===== src/rtl/portgroup_tx_pkg.sv =====
// Shared types and helpers for the portgroup TX sequencer.
//   tx_state_e    : sequencer states (IDLE / SEND / GAP)
//   gap_cnt_width : gap-counter width needed for a given gap length (>= 1 bit)
package portgroup_tx_pkg;

  typedef enum logic [1:0] {
    ST_IDLE = 2'd0,
    ST_SEND = 2'd1,
    ST_GAP  = 2'd2
  } tx_state_e;

  // The counter only has to reach gap-1, so $clog2(gap) bits, never fewer than one.
  function automatic int unsigned gap_cnt_width(input int unsigned gap);
    return (gap > 1) ? $clog2(gap) : 1;
  endfunction

  localparam int unsigned gap_default_lp     = 2;
  localparam int unsigned gap_cnt_width_dflt = gap_cnt_width(gap_default_lp);

endpackage


===== src/rtl/portgroup_tx_hold.sv =====
// One-entry pending buffer for register-file TX data writes.
//   clk, rst_n       : clock, async active-low reset
//   upd, data        : write strobe and word from the register file
//   drain            : sequencer takes the pending word this cycle
//   clr              : clear the sticky overflow flag
//   pend_valid/data  : buffered word
//   ovf              : sticky, set when an update found the buffer full
module portgroup_tx_hold
  import portgroup_tx_pkg::*;
#(
  parameter int unsigned width_p = 8
) (
  input  logic               clk,
  input  logic               rst_n,
  input  logic               upd,
  input  logic [width_p-1:0] data,
  input  logic               drain,
  input  logic               clr,
  output logic               pend_valid,
  output logic [width_p-1:0] pend_data,
  output logic               ovf
);

  logic capture;
  logic drop;

  // A draining buffer counts as free, so a write in the drain cycle is kept.
  always_comb begin
    capture = upd & (~pend_valid | drain);
    drop    = upd & pend_valid & ~drain;
  end

  always_ff @(posedge clk or negedge rst_n) begin
    if (!rst_n) begin
      pend_valid <= 1'b0;
      pend_data  <= '0;
      ovf        <= 1'b0;
    end else begin
      if (capture) begin
        pend_valid <= 1'b1;
        pend_data  <= data;
      end else if (drain) begin
        pend_valid <= 1'b0;
      end
      // A fresh overflow beats a simultaneous clear.
      if (drop) begin
        ovf <= 1'b1;
      end else if (clr) begin
        ovf <= 1'b0;
      end
    end
  end

endmodule


===== src/rtl/portgroup_tx_ctrl.sv =====
// Transmit sequencer: buffers one register-file word and sends it on a
// valid/ready stream, followed by gap_p idle cycles.
//   main_clk_i, main_rst_an_i : clock, async active-low reset
//   regf_*                    : enable, data word, write strobe, status clear
//   tx_valid_o/ready_i/data_o : output stream
//   busy_o, done_o, ovf_o, cnt_o : status back to the register file
module portgroup_tx_ctrl
  import portgroup_tx_pkg::*;
#(
  parameter int unsigned width_p     = 8,
  parameter int unsigned gap_p       = 2,
  parameter int unsigned cnt_width_p = 16
) (
  input  logic                   main_clk_i,
  input  logic                   main_rst_an_i,
  input  logic                   regf_ctrl_ena_rval_i,
  input  logic [width_p-1:0]     regf_tx_data0_rval_i,
  input  logic                   regf_tx_data0_upd_i,
  input  logic                   regf_stat_clr_i,
  output logic                   tx_valid_o,
  input  logic                   tx_ready_i,
  output logic [width_p-1:0]     tx_data_o,
  output logic                   busy_o,
  output logic                   done_o,
  output logic                   ovf_o,
  output logic [cnt_width_p-1:0] cnt_o
);

  localparam int unsigned gap_w_lp    = gap_cnt_width(gap_p);
  localparam int unsigned gap_last_lp = (gap_p > 0) ? gap_p - 1 : 0;

  tx_state_e             state_q, state_n;
  logic [gap_w_lp-1:0]   gap_cnt_q, gap_cnt_n;
  logic                  valid_n;
  logic [width_p-1:0]    data_n;
  logic                  done_n;
  logic [cnt_width_p-1:0] cnt_n;
  logic                  drain;
  logic                  handshake;
  logic                  pend_valid;
  logic [width_p-1:0]    pend_data;

  portgroup_tx_hold #(
    .width_p (width_p)
  ) u_hold (
    .clk        (main_clk_i),
    .rst_n      (main_rst_an_i),
    .upd        (regf_tx_data0_upd_i),
    .data       (regf_tx_data0_rval_i),
    .drain      (drain),
    .clr        (regf_stat_clr_i),
    .pend_valid (pend_valid),
    .pend_data  (pend_data),
    .ovf        (ovf_o)
  );

  // Next-state and next-output logic.
  always_comb begin
    state_n   = state_q;
    gap_cnt_n = gap_cnt_q;
    valid_n   = tx_valid_o;
    data_n    = tx_data_o;
    done_n    = 1'b0;
    drain     = 1'b0;
    handshake = 1'b0;
    unique case (state_q)
      ST_IDLE: begin
        if (regf_ctrl_ena_rval_i && pend_valid) begin
          state_n = ST_SEND;
          valid_n = 1'b1;
          data_n  = pend_data;
          drain   = 1'b1;
        end
      end
      ST_SEND: begin
        if (tx_ready_i) begin
          handshake = 1'b1;
          done_n    = 1'b1;
          valid_n   = 1'b0;
          if (gap_p > 0) begin
            state_n   = ST_GAP;
            gap_cnt_n = '0;
          end else if (regf_ctrl_ena_rval_i && pend_valid) begin
            // Zero gap: chain the next word without an IDLE bubble.
            state_n = ST_SEND;
            valid_n = 1'b1;
            data_n  = pend_data;
            drain   = 1'b1;
          end else begin
            state_n = ST_IDLE;
          end
        end
      end
      ST_GAP: begin
        if (gap_cnt_q == gap_w_lp'(gap_last_lp)) begin
          state_n   = ST_IDLE;
          gap_cnt_n = '0;
        end else begin
          gap_cnt_n = gap_cnt_q + gap_w_lp'(1);
        end
      end
      default: begin
        state_n = ST_IDLE;
        valid_n = 1'b0;
      end
    endcase

    // Clear beats a same-cycle increment.
    if (regf_stat_clr_i) begin
      cnt_n = '0;
    end else if (handshake) begin
      cnt_n = cnt_o + cnt_width_p'(1);
    end else begin
      cnt_n = cnt_o;
    end
  end

  // State and registered outputs.
  always_ff @(posedge main_clk_i or negedge main_rst_an_i) begin
    if (!main_rst_an_i) begin
      state_q    <= ST_IDLE;
      gap_cnt_q  <= '0;
      tx_valid_o <= 1'b0;
      tx_data_o  <= '0;
      busy_o     <= 1'b0;
      done_o     <= 1'b0;
      cnt_o      <= '0;
    end else begin
      state_q    <= state_n;
      gap_cnt_q  <= gap_cnt_n;
      tx_valid_o <= valid_n;
      tx_data_o  <= data_n;
      busy_o     <= (state_n != ST_IDLE);
      done_o     <= done_n;
      cnt_o      <= cnt_n;
    end
  end

endmodule


===== config.mk =====
export PLATFORM = sky130hd
export DESIGN_NAME = portgroup_tx_ctrl
export DESIGN_NICKNAME = d
export VERILOG_FILES = /design/src/rtl/portgroup_tx_pkg.sv /design/src/rtl/portgroup_tx_hold.sv /design/src/rtl/portgroup_tx_ctrl.sv
export SDC_FILE = /design/constraint.sdc
export NUM_CORES = 1
export LEC_CHECK = 0
export ABC_AREA = 1
export CORE_MARGIN = 4
export CORE_UTILIZATION = 40
export DETAILED_ROUTE_END_ITERATION = 7
export GPL_TIMING_DRIVEN = 0
export PLACE_DENSITY = 0.76
export SLEW_MARGIN = 10
export SYNTH_ARGS = -nofsm -noshare
export SYNTH_HDL_FRONTEND = slang
export SYNTH_SLANG_ARGS = --single-unit

===== constraint.sdc =====
create_clock -name main_clk_i -period 1.4 [get_ports main_clk_i]
set_input_delay 0.42 -clock main_clk_i [delete_from_list [all_inputs] [get_ports main_clk_i]]
set_output_delay 0.42 -clock main_clk_i [all_outputs]
set_load 0.01 [all_outputs]

==> results.txt, run 1 <==
----------------------------------------------------
[Run status]
  Outcome ... complete, no violations

[Critical path]
  Worst path required time ... 0.98 ns
  Cell Chain, Critical Path ... dlygate4sd2_1
  Critical path's top delay family ... flip-flops
  Setup crit end kind ... output port
  Launching element type of the critical path ... flop
  Count of buffer and inverter cells on the critical path ... 1
  Slowest cell on the critical path ... dfrtp_1
  Delay contributed by the slowest stage of the critical path ... 0.38 ns
  WP data arrival ... 0.94 ns
  Type of the worst setup path ... flop to output port
  Critical path startpoint ... cnt_o[14]
  Critical path fanouts, max ... 2
  Startpoint of the lowest-slack register-to-register path ... cnt_o[0]

[Routing]
  Number of DRC violations after detailed routing ... 0
  Drt first-iter violations ... 136
  Wirelength, routed ... 4080 um
  Average wire per standard cell ... 12.1 um
  Post-DR vias/cell ... 4.79
  Post-route ant nets ... 0
  Total vias in the final route ... 1,619
  Drt first pass iters ... 4

[Final layout]
  FILL cells ... 392
  Area of combinational cells with multiple inputs ... 694 um^2
  Fraction of final layout cells with drive strength greater than 1 ... 17.1%
  Antenna diode instance count ... 0
  Final net count ... 301
  Layout overhead on the synthesized area ... 41.1%
  Final cell area excluding filler cells ... 2560 um^2
  Final Core Density ... 58.4%
  Area taken by flip-flops and latches ... 1000 um^2
  Final cell count without fillers ... 338

[Timing]
  Slew at the pin closest to its max-slew limit ... 0.276 ns
  Count of final max-slew check failures ... 0
  Maximum clock frequency ... 0.734 GHz
  Setup violation total in the final timing report ... 0
  Unrepaired setup endpoints after global routing ... true
  Post-route worst hold slack ... 0.463 ns
  Worst setup slack after layout ... 0.0369 ns
  Number of hold-slack violations in the final timing report ... 0
  Worst Skew ... 0.0104 ns
  Worst slew slack as a fraction of its limit ... 81.6%
  Fin crit period ... 1.36 ns
  Final critical-path share of the clock period ... 97.4%
  Setup total negative slack ... 0 ns

[Global routing]
  Antenna violations before repair ... 0
  Tot GR Track Use ... 16.0%
  Total overflow reported by the global router ... 0
  Via count of the first global-routing pass ... 1,557
  First-pass GRT wire length ... 6870 um
  Largest net degree at the start of global routing ... 39

[Run]
  MaxCap Viol Count ... 0

[Place]
  Cell count after placement ... 311
  DP HPWL ... 2770 um
  Port bufs ... 41
  Place WS ... -0.438 ns
  RePlAce Congestion ... 0.799
  Placement Cell Area ... 2310 um^2

[Clocking]
  Clock latency at the later pin of the worst-skew pair ... 0.29 ns
  Post-CTS clock slew at the launch and capture registers of the worst setup and hold paths ... 0.07 ns
  Number of sinks on the clock net ... 40
  Clock tree from TritonCTS ... yes
  CTS H-tree lvls ... 2
  Clock buffers created by TritonCTS ... 5
  Max Root-Sink Buffers ... 2
  Clock root cell ... clkbuf_8

[Power and ir drop]
  Power Density ... 1370 nW/um^2
  LEAKAGE ... 1.29 nW
  Post-route total power ... 3.52 mW
  VDD IR-drop max ... 0.000909 V

[Floorplan]
  # IOs ... 42
  Floorplan die area ... 5680 um^2
  Die boundary height ... 75.4 um
  Cell Rows ... 24
  Die extent in x ... 75.4 um
  Effective utilization at floorplan ... 41.4%
  Area of the placeable core ... 4380 um^2

[Yosys]
  Total standard cell area after synthesis ... 1820 um^2
  Number of distinct standard cells referenced by the synthesized netlist ... 25
  Instance count of the mapped netlist ... 217
  Synthesized area per cell ... 8.37 um^2
  Number of warnings issued by yosys ... 0
  Flip-flop and latch count after synthesis ... 40
  Share of synthesized area occupied by flip-flops and latches ... 55.1%
  Post-Synthesis Net Count ... 232

[Hold path]
  Min-delay worst type ... input port to async pin

----------------------------------------------------
[routing by layer]
metal  up-vias  wire, um  GRT usage, %
met1       735      1780          19.8
met4         0        67          5.44
met3         6       235          5.01
met2        49      2000          26.7
li1        829         -             -
met5         -         0             0
[final cells by class]
cell class	instances	area share, %
Buffer	5	1.66
Clock buffer	6	2.83
Clock inverter	1	0.195
Inverter	31	4.54
Multi-Input combinational cell	141	27.1
Sequential cell	40	39.1
Tap cell	52	2.54
Timing Repair Buffer	62	22.0
[cell usage after synthesis]
master,n,area [um^2]
nand2_1,45,169
dfrtp_1,40,1000
nor2_1,34,128
inv_1,31,116
a21oi_1,17,85.1
o21ai_0,16,80.1
nand3_1,12,60.1
nand4_1,3,18.8
buf_6,2,22.5
nor3_1,2,10.0
and3_1,1,6.26
buf_2,1,5.00
buf_4,1,7.51
clkbuf_1,1,3.75
ha_1,1,12.5
nand2_2,1,6.26
nand2_4,1,11.3
nand3_4,1,17.5
nor2_2,1,6.26
nor3_4,1,16.3
nor3b_1,1,7.51
nor4_1,1,6.26
o21ai_1,1,5.00
o21bai_1,1,7.51
or2_2,1,6.26
[cells in the final DEF (no fill, tap or decap), types with 2 or more instances in the layout]
| master | count |
|---|---|
| nand2_1 | 44 |
| dfrtp_1 | 39 |
| nor2_1 | 31 |
| inv_1 | 30 |
| clkdlybuf4s15_1 | 21 |
| buf_4 | 19 |
| a21oi_1 | 17 |
| o21ai_0 | 12 |
| nand3_1 | 11 |
| clkdlybuf4s50_1 | 11 |
| dlygate4sd2_1 | 6 |
| o21ai_1 | 5 |
| clkbuf_8 | 5 |
| buf_6 | 3 |
| nand4_1 | 3 |
| nor2_2 | 3 |
| buf_2 | 2 |
| nand3_4 | 2 |
| nand2_2 | 2 |
| clkbuf_2 | 2 |
[repair_timing]
item,in CTS,in global routing
gates cloned,0,1
endpoints found under the setup margin,42,40
gates resized for setup,35,39
setup buffers,16,2
pin swaps,1,3
hold buffers,1,0
endpoints found under the hold margin,2,0
[power by group]
group          total, mW  internal [mW]  switching (mW)
registers           1.67           1.49           0.174
logic               1.13          0.521           0.611
clock network      0.724          0.339           0.385
total               3.52           2.35            1.17
[sequential cells by signal (all words and copies together) (netlist names)]
name / flops
busy_o: 1
u_hold.pend_data: 8
u_hold.ovf: 1
done_o: 1
cnt_o: 16
gap_cnt_q: 1
state_q: 2
tx_data_o: 8
u_hold.pend_valid: 1
tx_valid_o: 1
[cells by family (layout without fill, tap and decap cells)]
logic type               Yosys count  after routing  synth area share [%]
AO/OA/AOI/OAI                     35             35                  9.79
adder cells (fa/ha/maj)            1              1                 0.689
buffers and inverters             36            105                  8.55
flip-flops                        40             40                  55.1
AND/OR/NAND/NOR                  105            105                  25.8
[path summary, 6_finish.rpt]
path,cells past startpoint,to,slack (ns)
max,1,cnt_o[14],0.04
min,2,u_hold.pend_data[6],0.46
max reg2reg,6,cnt_o[6],0.07
min reg2reg,2,tx_data_o[3],0.49
max in group asynchronous,3,state_q[0],0.53
min in group main_clk_i,2,tx_data_o[3],0.49
Power figures use the tool's default switching activity.
==> inputs of run 2 (changes only) <==
- SKIP_LAST_GASP: default -> 1
- TNS_END_PERCENT: default -> 1
==> run 2 against run 1 <==
Compared with the run above:
- the flow now finishes with violations (setup timing)
- sequential power barely moved
- routed wire length decreased by 6.6%
- maximum frequency shrank 15%
- die area unchanged
- sequential cell count unchanged
- via count fell by 2.3%
- worst hold slack gained 0.0017 ns
- power decreased by 0.43%
- largest power group unchanged
- highest routed layer unchanged
==> results.txt, run 2 (synthesized netlist as in run 1, its figures left out) <==
----------------------------------------------------
[Power and ir drop]
  VDD IR-drop max ... 0.000882 V (-2.9%)
  Power Density ... 1440 nW/um^2 (+4.5%)
  Switching power total ... 1.14 mW (-2.3%)
  Switching Fraction ... 32.6% (-0.63 points)
  Combinational group share of total power ... 31.9% (-0.2 points)
  LEAKAGE ... 1.24 nW (-3.7%)
  Clock share of power ... 20.6% (about the same)
  Internal power ... 2.36 mW (+0.51%)
  Fraction of power consumed by sequential logic ... 47.5% (+0.2 points)

[Final layout]
  Register with the highest flop count ... cnt_o
  Layout overhead on the synthesized area ... 34.5%
  Leading cell types in the layout, fill and taps excluded ... 45 x nand2_1, 40 x dfrtp_1, 34 x nor2_1, 31 x inv_1, 28 x clkdlybuf4s50_1
  Biggest regs ... cnt_o x16, tx_data_o x8, u_hold.pend_data x8
  Fraction of final layout cells with drive strength greater than 1 ... 9.45% (-7.7 points)
  Final cell area excluding filler cells ... 2440 um^2 (-4.7%)
  Most common cell after layout, fill and taps aside ... nand2_1
  Largest register FFs ... 16 (unchanged)
  FILL cells ... 418 (+6.6%)
  Final net count ... 290 (-3.7%)
  Antenna diode instance count ... 0 (unchanged)

[Routing]
  Number of DRC violations after detailed routing ... 0 (unchanged)
  Post-route ant nets ... 0 (unchanged)
  Average wire per standard cell ... 11.7 um (-3.4%)
  Post-DR vias/cell ... 4.84 (+1.0%)
  Wirelength, routed ... 3820 um (-6.6%)
  Drt first pass iters ... 4 (unchanged)
  Drt first-iter violations ... 134 (-1.5%)
  Total vias in the final route ... 1,582 (-2.3%)

[Floorplan]
  Die boundary height ... 75.4 um (unchanged)
  Area of the placeable core ... 4380 um^2 (unchanged)
  Effective utilization at floorplan ... 41.4% (unchanged)
  Cell Rows ... 24 (unchanged)
  # IOs ... 42 (unchanged)
  Die extent in x ... 75.4 um (unchanged)
  Floorplan die area ... 5680 um^2 (unchanged)

[Timing]
  Slew at the pin closest to its max-slew limit ... 0.474 ns (+0.198 ns)
  Unrepaired setup endpoints after global routing ... true
  Post-route worst hold slack ... 0.464 ns (+0.00167 ns)
  Setup total negative slack ... -4.27 ns (-4.27 ns)
  Worst Skew ... 0.00929 ns (-0.00113 ns)
  Setup violation total in the final timing report ... 36 (+36)
  Number of hold-slack violations in the final timing report ... 0 (unchanged)
  Final critical-path share of the clock period ... 115% (+18 points)
  Fin crit period ... 1.61 ns (+0.248 ns)
  Maximum clock frequency ... 0.621 GHz (-15%)
  Count of final max-slew check failures ... 0 (unchanged)
  Worst slew slack as a fraction of its limit ... 68.4% (-13 points)
  Worst setup slack after layout ... -0.211 ns (-0.248 ns)

[Critical path]
  Cell Chain, Critical Path ... clkdlybuf4s50_1
  Setup crit end kind ... output port
  Launching element type of the critical path ... flop
  WP data arrival ... 1.19 ns (+0.25 ns)
  Slowest cell on the critical path ... clkdlybuf4s50_1
  Critical path fanouts, max ... 2 (unchanged)
  Critical path's top delay family ... buffers and inverters
  Worst path required time ... 0.98 ns (about the same)
  Delay contributed by the slowest stage of the critical path ... 0.54 ns (+0.16 ns)
  Count of buffer and inverter cells on the critical path ... 1 (unchanged)
  Type of the worst setup path ... flop to output port

[Clocking]
  Number of sinks on the clock net ... 40 (unchanged)
  Clock latency at the later pin of the worst-skew pair ... 0.29 ns (about the same)
  Clock tree from TritonCTS ... yes
  CTS H-tree lvls ... 2 (unchanged)
  Max Root-Sink Buffers ... 2 (unchanged)
  Post-CTS clock slew at the launch and capture registers of the worst setup and hold paths ... 0.08 ns (about the same)
  Clock root cell ... clkbuf_8
  Clock buffers created by TritonCTS ... 5 (unchanged)

[Global routing]
  Tot GR Track Use ... 15.5% (-0.55 points)
  Largest net degree at the start of global routing ... 39 (unchanged)
  Antenna violations before repair ... 0 (unchanged)
  Via count of the first global-routing pass ... 1,506 (-3.3%)
  Total overflow reported by the global router ... 0 (unchanged)
  First-pass GRT wire length ... 6620 um (-3.5%)

[Place]
  Placement Cell Area ... 2310 um^2 (unchanged)
  RePlAce Congestion ... 0.799 (unchanged)
  DP HPWL ... 2770 um (unchanged)
  Place WS ... -0.438 ns (unchanged)
  Port bufs ... 41 (unchanged)

[Run status]
  Outcome ... finished with violations
  Violations in the final reports ... setup timing

[Hold path]
  Min-delay worst type ... input port to async pin

[Run]
  MaxCap Viol Count ... 0 (unchanged)

----------------------------------------------------
-- run 2: power by group through the flow --
stage | sequential (mW) | clock, mW | combinational, mW
finish | 1.66 | 0.724 | 1.12
global route | 1.71 | 0.796 | 1.25
CTS | 1.67 | 0.737 | 1.15
detailed placement | 1.68 | 0 | 1.18
global placement | 1.69 | 0 | 1.13
floorplan | 1.74 | 0 | 0.535
-- run 2: final cells by class --
| type | instances | area (um^2) | area share, % |
|---|---|---|---|
| plain buffers | 5 | 38.8 | 1.59 |
| clock buffers | 6 | 72.6 | 2.97 |
| clock inverters | 1 | 5.00 | 0.205 |
| inverters | 31 | 116 | 4.76 |
| multi-input cells | 141 | 659 | 27.0 |
| flip-flops and latches | 40 | 1000 | 41.0 |
| well taps | 52 | 65.1 | 2.66 |
| repair buffers | 51 | 484 | 19.8 |
-- run 2: path summary, 6_finish.rpt --
| check | from | end | slack [ns] | cells past startpoint |
|---|---|---|---|---|
| setup / recovery | cnt_o[4] | cnt_o[4] | -0.21 | 1 |
| hold / removal | main_rst_an_i | u_hold.pend_data[1] | 0.46 | 2 |
| setup reg to reg | cnt_o[1] | cnt_o[14] | -0.07 | 6 |
| max in group asynchronous | main_rst_an_i | tx_valid_o | 0.54 | 3 |
| hold reg to reg | tx_data_o[3] | tx_data_o[3] | 0.49 | 2 |
| min in group main_clk_i | tx_data_o[3] | tx_data_o[3] | 0.49 | 2 |
-- run 2: layer usage --
layer  wire length, um  global-route usage (%)  up-vias
met5                 0                       0        -
met4                59                    4.66        0
met3               283                    4.88        6
met2              1770                    26.0       57
met1              1710                    19.2      714
li1                  -                       -      805
-- run 2: what timing repair did --
action	in CTS	in global routing
gates cloned	0	0
endpoints found under the setup margin	42	51
resized for setup	11	1
hold endpoints to repair	2	0
setup buffers	8	0
hold buffers	1	0
-- run 2: through the flow --
stage                     utilization (%)  power (mW)  std cells
after global routing                 55.7        3.75        327
after floorplan                         -        2.28        217
after CTS                            55.7        3.55        327
final                                55.7        3.51        327
after detailed placement             52.6        2.86        311
after global placement               52.3        2.82        310
-- run 2: worst reg2reg max path, cell delays in order, from the launching register on --
cell and delay, ns:
dfrtp_1 0.41, ha_1 0.20, nand3_1 0.15, nor3_4 0.37, nand3_1 0.12, nand2_1 0.08, nor2_1 0.05
==> inputs of run 3 (changes only) <==
- DONT_BUFFER_PORTS: default -> 1
- PLACE_DENSITY: 0.76 -> 0.64
- SETUP_SLACK_MARGIN: default -> 0.4
==> run 3 against run 2 <==
Compared with the run above:
- the run ends with hold timing left
- count of clock-buffer cells in the layout fell by 1
- worst setup slack improved by 0.27 ns
- register-to-register slack improved by 0.13 ns
- critical path depth rose by 7
- power fell by 2.1%
- die area did not move
- clock power rose by 36%
- utilization fell by 9.0 points
- sequential share of layout area rose by 8.3 points
- worst hold slack got worse by 0.66 ns
- maximum frequency rose by 20%
- critical endpoint is now cnt_o[10]
- largest cell class unchanged
- highest routed layer unchanged
==> results.txt, run 3 (synthesized netlist as in run 1, its figures left out) <==
----------------------------------------------------
[Global routing]
  Antenna violations before repair ... 0 (unchanged)
  Largest net degree at the start of global routing ... 41 (+5.1%)
  Via count of the first global-routing pass ... 1,303 (-13%)
  Tot GR Track Use ... 15.1% (-0.38 points)
  First-pass GRT wire length ... 6400 um (-3.4%)
  Total overflow reported by the global router ... 0 (unchanged)

[Run status]
  Violations in the final reports ... hold timing
  Outcome ... finished with violations

[Clocking]
  Number of sinks on the clock net ... 40 (unchanged)
  Clock tree from TritonCTS ... yes
  CTS H-tree lvls ... 2 (unchanged)
  Max Root-Sink Buffers ... 2 (unchanged)
  Clock latency at the later pin of the worst-skew pair ... 0.29 ns (about the same)
  Clock buffers created by TritonCTS ... 5 (unchanged)
  Clock root cell ... clkbuf_8
  Post-CTS clock slew at the launch and capture registers of the worst setup and hold paths ... 0.09 ns (about the same)

[Routing]
  Post-route ant nets ... 0 (unchanged)
  Drt first-iter violations ... 88 (-34%)
  Drt first pass iters ... 4 (unchanged)
  Wirelength, routed ... 3840 um (+0.71%)
  Post-DR vias/cell ... 4.92 (+1.6%)
  Number of DRC violations after detailed routing ... 0 (unchanged)
  Total vias in the final route ... 1,367 (-14%)
  Average wire per standard cell ... 13.8 um (+18%)

[Timing]
  Number of hold-slack violations in the final timing report ... 40 (+40)
  Maximum clock frequency ... 0.745 GHz (+20%)
  Count of final max-slew check failures ... 0 (unchanged)
  Worst slew slack as a fraction of its limit ... 69.0% (+0.55 points)
  Setup violation total in the final timing report ... 0 (-100%)
  Post-route worst hold slack ... -0.192 ns (-0.656 ns)
  Final critical-path share of the clock period ... 95.9% (-19 points)
  Unrepaired setup endpoints after global routing ... true
  Worst Skew ... 0.00335 ns (-0.00594 ns)
  Worst setup slack after layout ... 0.0576 ns (+0.269 ns)
  Setup total negative slack ... 0 ns (+4.27 ns)
  Fin crit period ... 1.34 ns (-0.269 ns)
  Slew at the pin closest to its max-slew limit ... 0.466 ns (-0.00832 ns)

[Critical path]
  Startpoint of the lowest-slack register-to-register path ... cnt_o[1]
  Cell Chain, Critical Path ... ha_4 -> nand3_2 -> nor3_4 -> buf_12 -> nand2_1 -> nand2_1 -> inv_1 -> nor2_1
  Slowest cell on the critical path ... dfrtp_2
  Setup crit end kind ... flop
  Critical path fanouts, max ... 9 (+7)
  Most common cell type on the critical path ... nand2_1
  Count of buffer and inverter cells on the critical path ... 2 (+1)
  WP data arrival ... 1.57 ns (+0.38 ns)
  Type of the worst setup path ... flop to flop
  Worst path required time ... 1.63 ns (+0.65 ns)
  Critical path startpoint ... cnt_o[1]
  Register-to-register setup slack ... 0.06 ns (+0.13 ns)
  Launching element type of the critical path ... flop
  Delay contributed by the slowest stage of the critical path ... 0.46 ns (-0.08 ns)
  Critical path's top delay family ... simple AND/OR/NAND/NOR gates

[Floorplan]
  Effective utilization at floorplan ... 41.4% (unchanged)
  Die boundary height ... 75.4 um (unchanged)
  Cell Rows ... 24 (unchanged)
  Area of the placeable core ... 4380 um^2 (unchanged)
  # IOs ... 42 (unchanged)
  Floorplan die area ... 5680 um^2 (unchanged)
  Die extent in x ... 75.4 um (unchanged)

[Final layout]
  FILL cells ... 442 (+5.7%)
  Final Core Density ... 46.7% (-9.0 points)
  Biggest regs ... cnt_o x16, tx_data_o x8, u_hold.pend_data x8
  Final cell area excluding filler cells ... 2050 um^2 (-16%)
  Largest register FFs ... 16 (unchanged)
  Fraction of final layout cells with drive strength greater than 1 ... 13.3% (+3.8 points)
  Most common cell after layout, fill and taps aside ... nand2_1
  Final net count ... 240 (-17%)
  Leading cell types in the layout, fill and taps excluded ... 45 x nand2_1, 33 x nor2_1, 33 x dfrtp_1, 30 x inv_1, 17 x a21oi_1
  Antenna diode instance count ... 0 (unchanged)
  Register with the highest flop count ... cnt_o
  Final cell count without fillers ... 278 (-15%)
  Layout overhead on the synthesized area ... 12.9%

[Place]
  DP HPWL ... 2710 um (-2.2%)
  Port bufs ... 0 (-100%)
  RePlAce Congestion ... 0.788 (-1.4%)
  Cell count after placement ... 269 (-14%)
  Placement Cell Area ... 1890 um^2 (-18%)
  Place WS ... -0.0671 ns (+0.371 ns)

[Run]
  MaxCap Viol Count ... 0 (unchanged)

[Power and ir drop]
  Power Density ... 1680 nW/um^2 (+17%)
  LEAKAGE ... 0.989 nW (-20%)
  Post-route total power ... 3.43 mW (-2.1%)
  VDD IR-drop max ... 0.000956 V (+8.4%)

[Hold path]
  Min-delay worst type ... input port to async pin

----------------------------------------------------
run 3: cell type report:
class,instances,area (um^2),area share (%)
plain buffers,5,38.8,1.89
clock buffers,5,68.8,3.36
clock inverters,3,46.3,2.26
inverters,31,116,5.68
multi-input cells,141,684,33.4
flip-flops and latches,40,1010,49.3
well taps,52,65.1,3.17
repair buffers,1,20.0,0.977
run 3: repair_timing:
| action | 4_1_cts | 5_1_grt |
|---|---|---|
| buffers inserted | 1 | 0 |
| pin swaps | 1 | 1 |
| gates cloned | 0 | 0 |
| setup endpoints to repair | 67 | 68 |
| endpoints found under the hold margin | 40 | 40 |
| gates resized for setup | 6 | 6 |
run 3: path summary, 6_finish.rpt:
| path | to | cells past startpoint |
|---|---|---|
| max | cnt_o[10] | 8 |
| max reg2reg | cnt_o[10] | 8 |
| min in group main_clk_i | cnt_o[2] | 1 |
| min reg2reg | u_hold.pend_data[3] | 2 |
| min | u_hold.pend_data[1] | 0 |
| max in group asynchronous | cnt_o[8] | 0 |
run 3: where the power goes:
part	total, mW	internal (mW)	switching [mW]
Combinational	0.653	0.258	0.395
Sequential	1.80	1.49	0.301
Clock	0.986	0.537	0.448
Total	3.43	2.29	1.14
run 3: routing by layer:
metal,GRT usage [%],vias up,wire length [um],part of all wire [%]
met5,0,-,0,0
met4,4.66,0,53,1.4
li1,-,698,-,-
met3,5.67,5,250,6.5
met1,19.9,628,1700,44
met2,23.2,36,1840,48
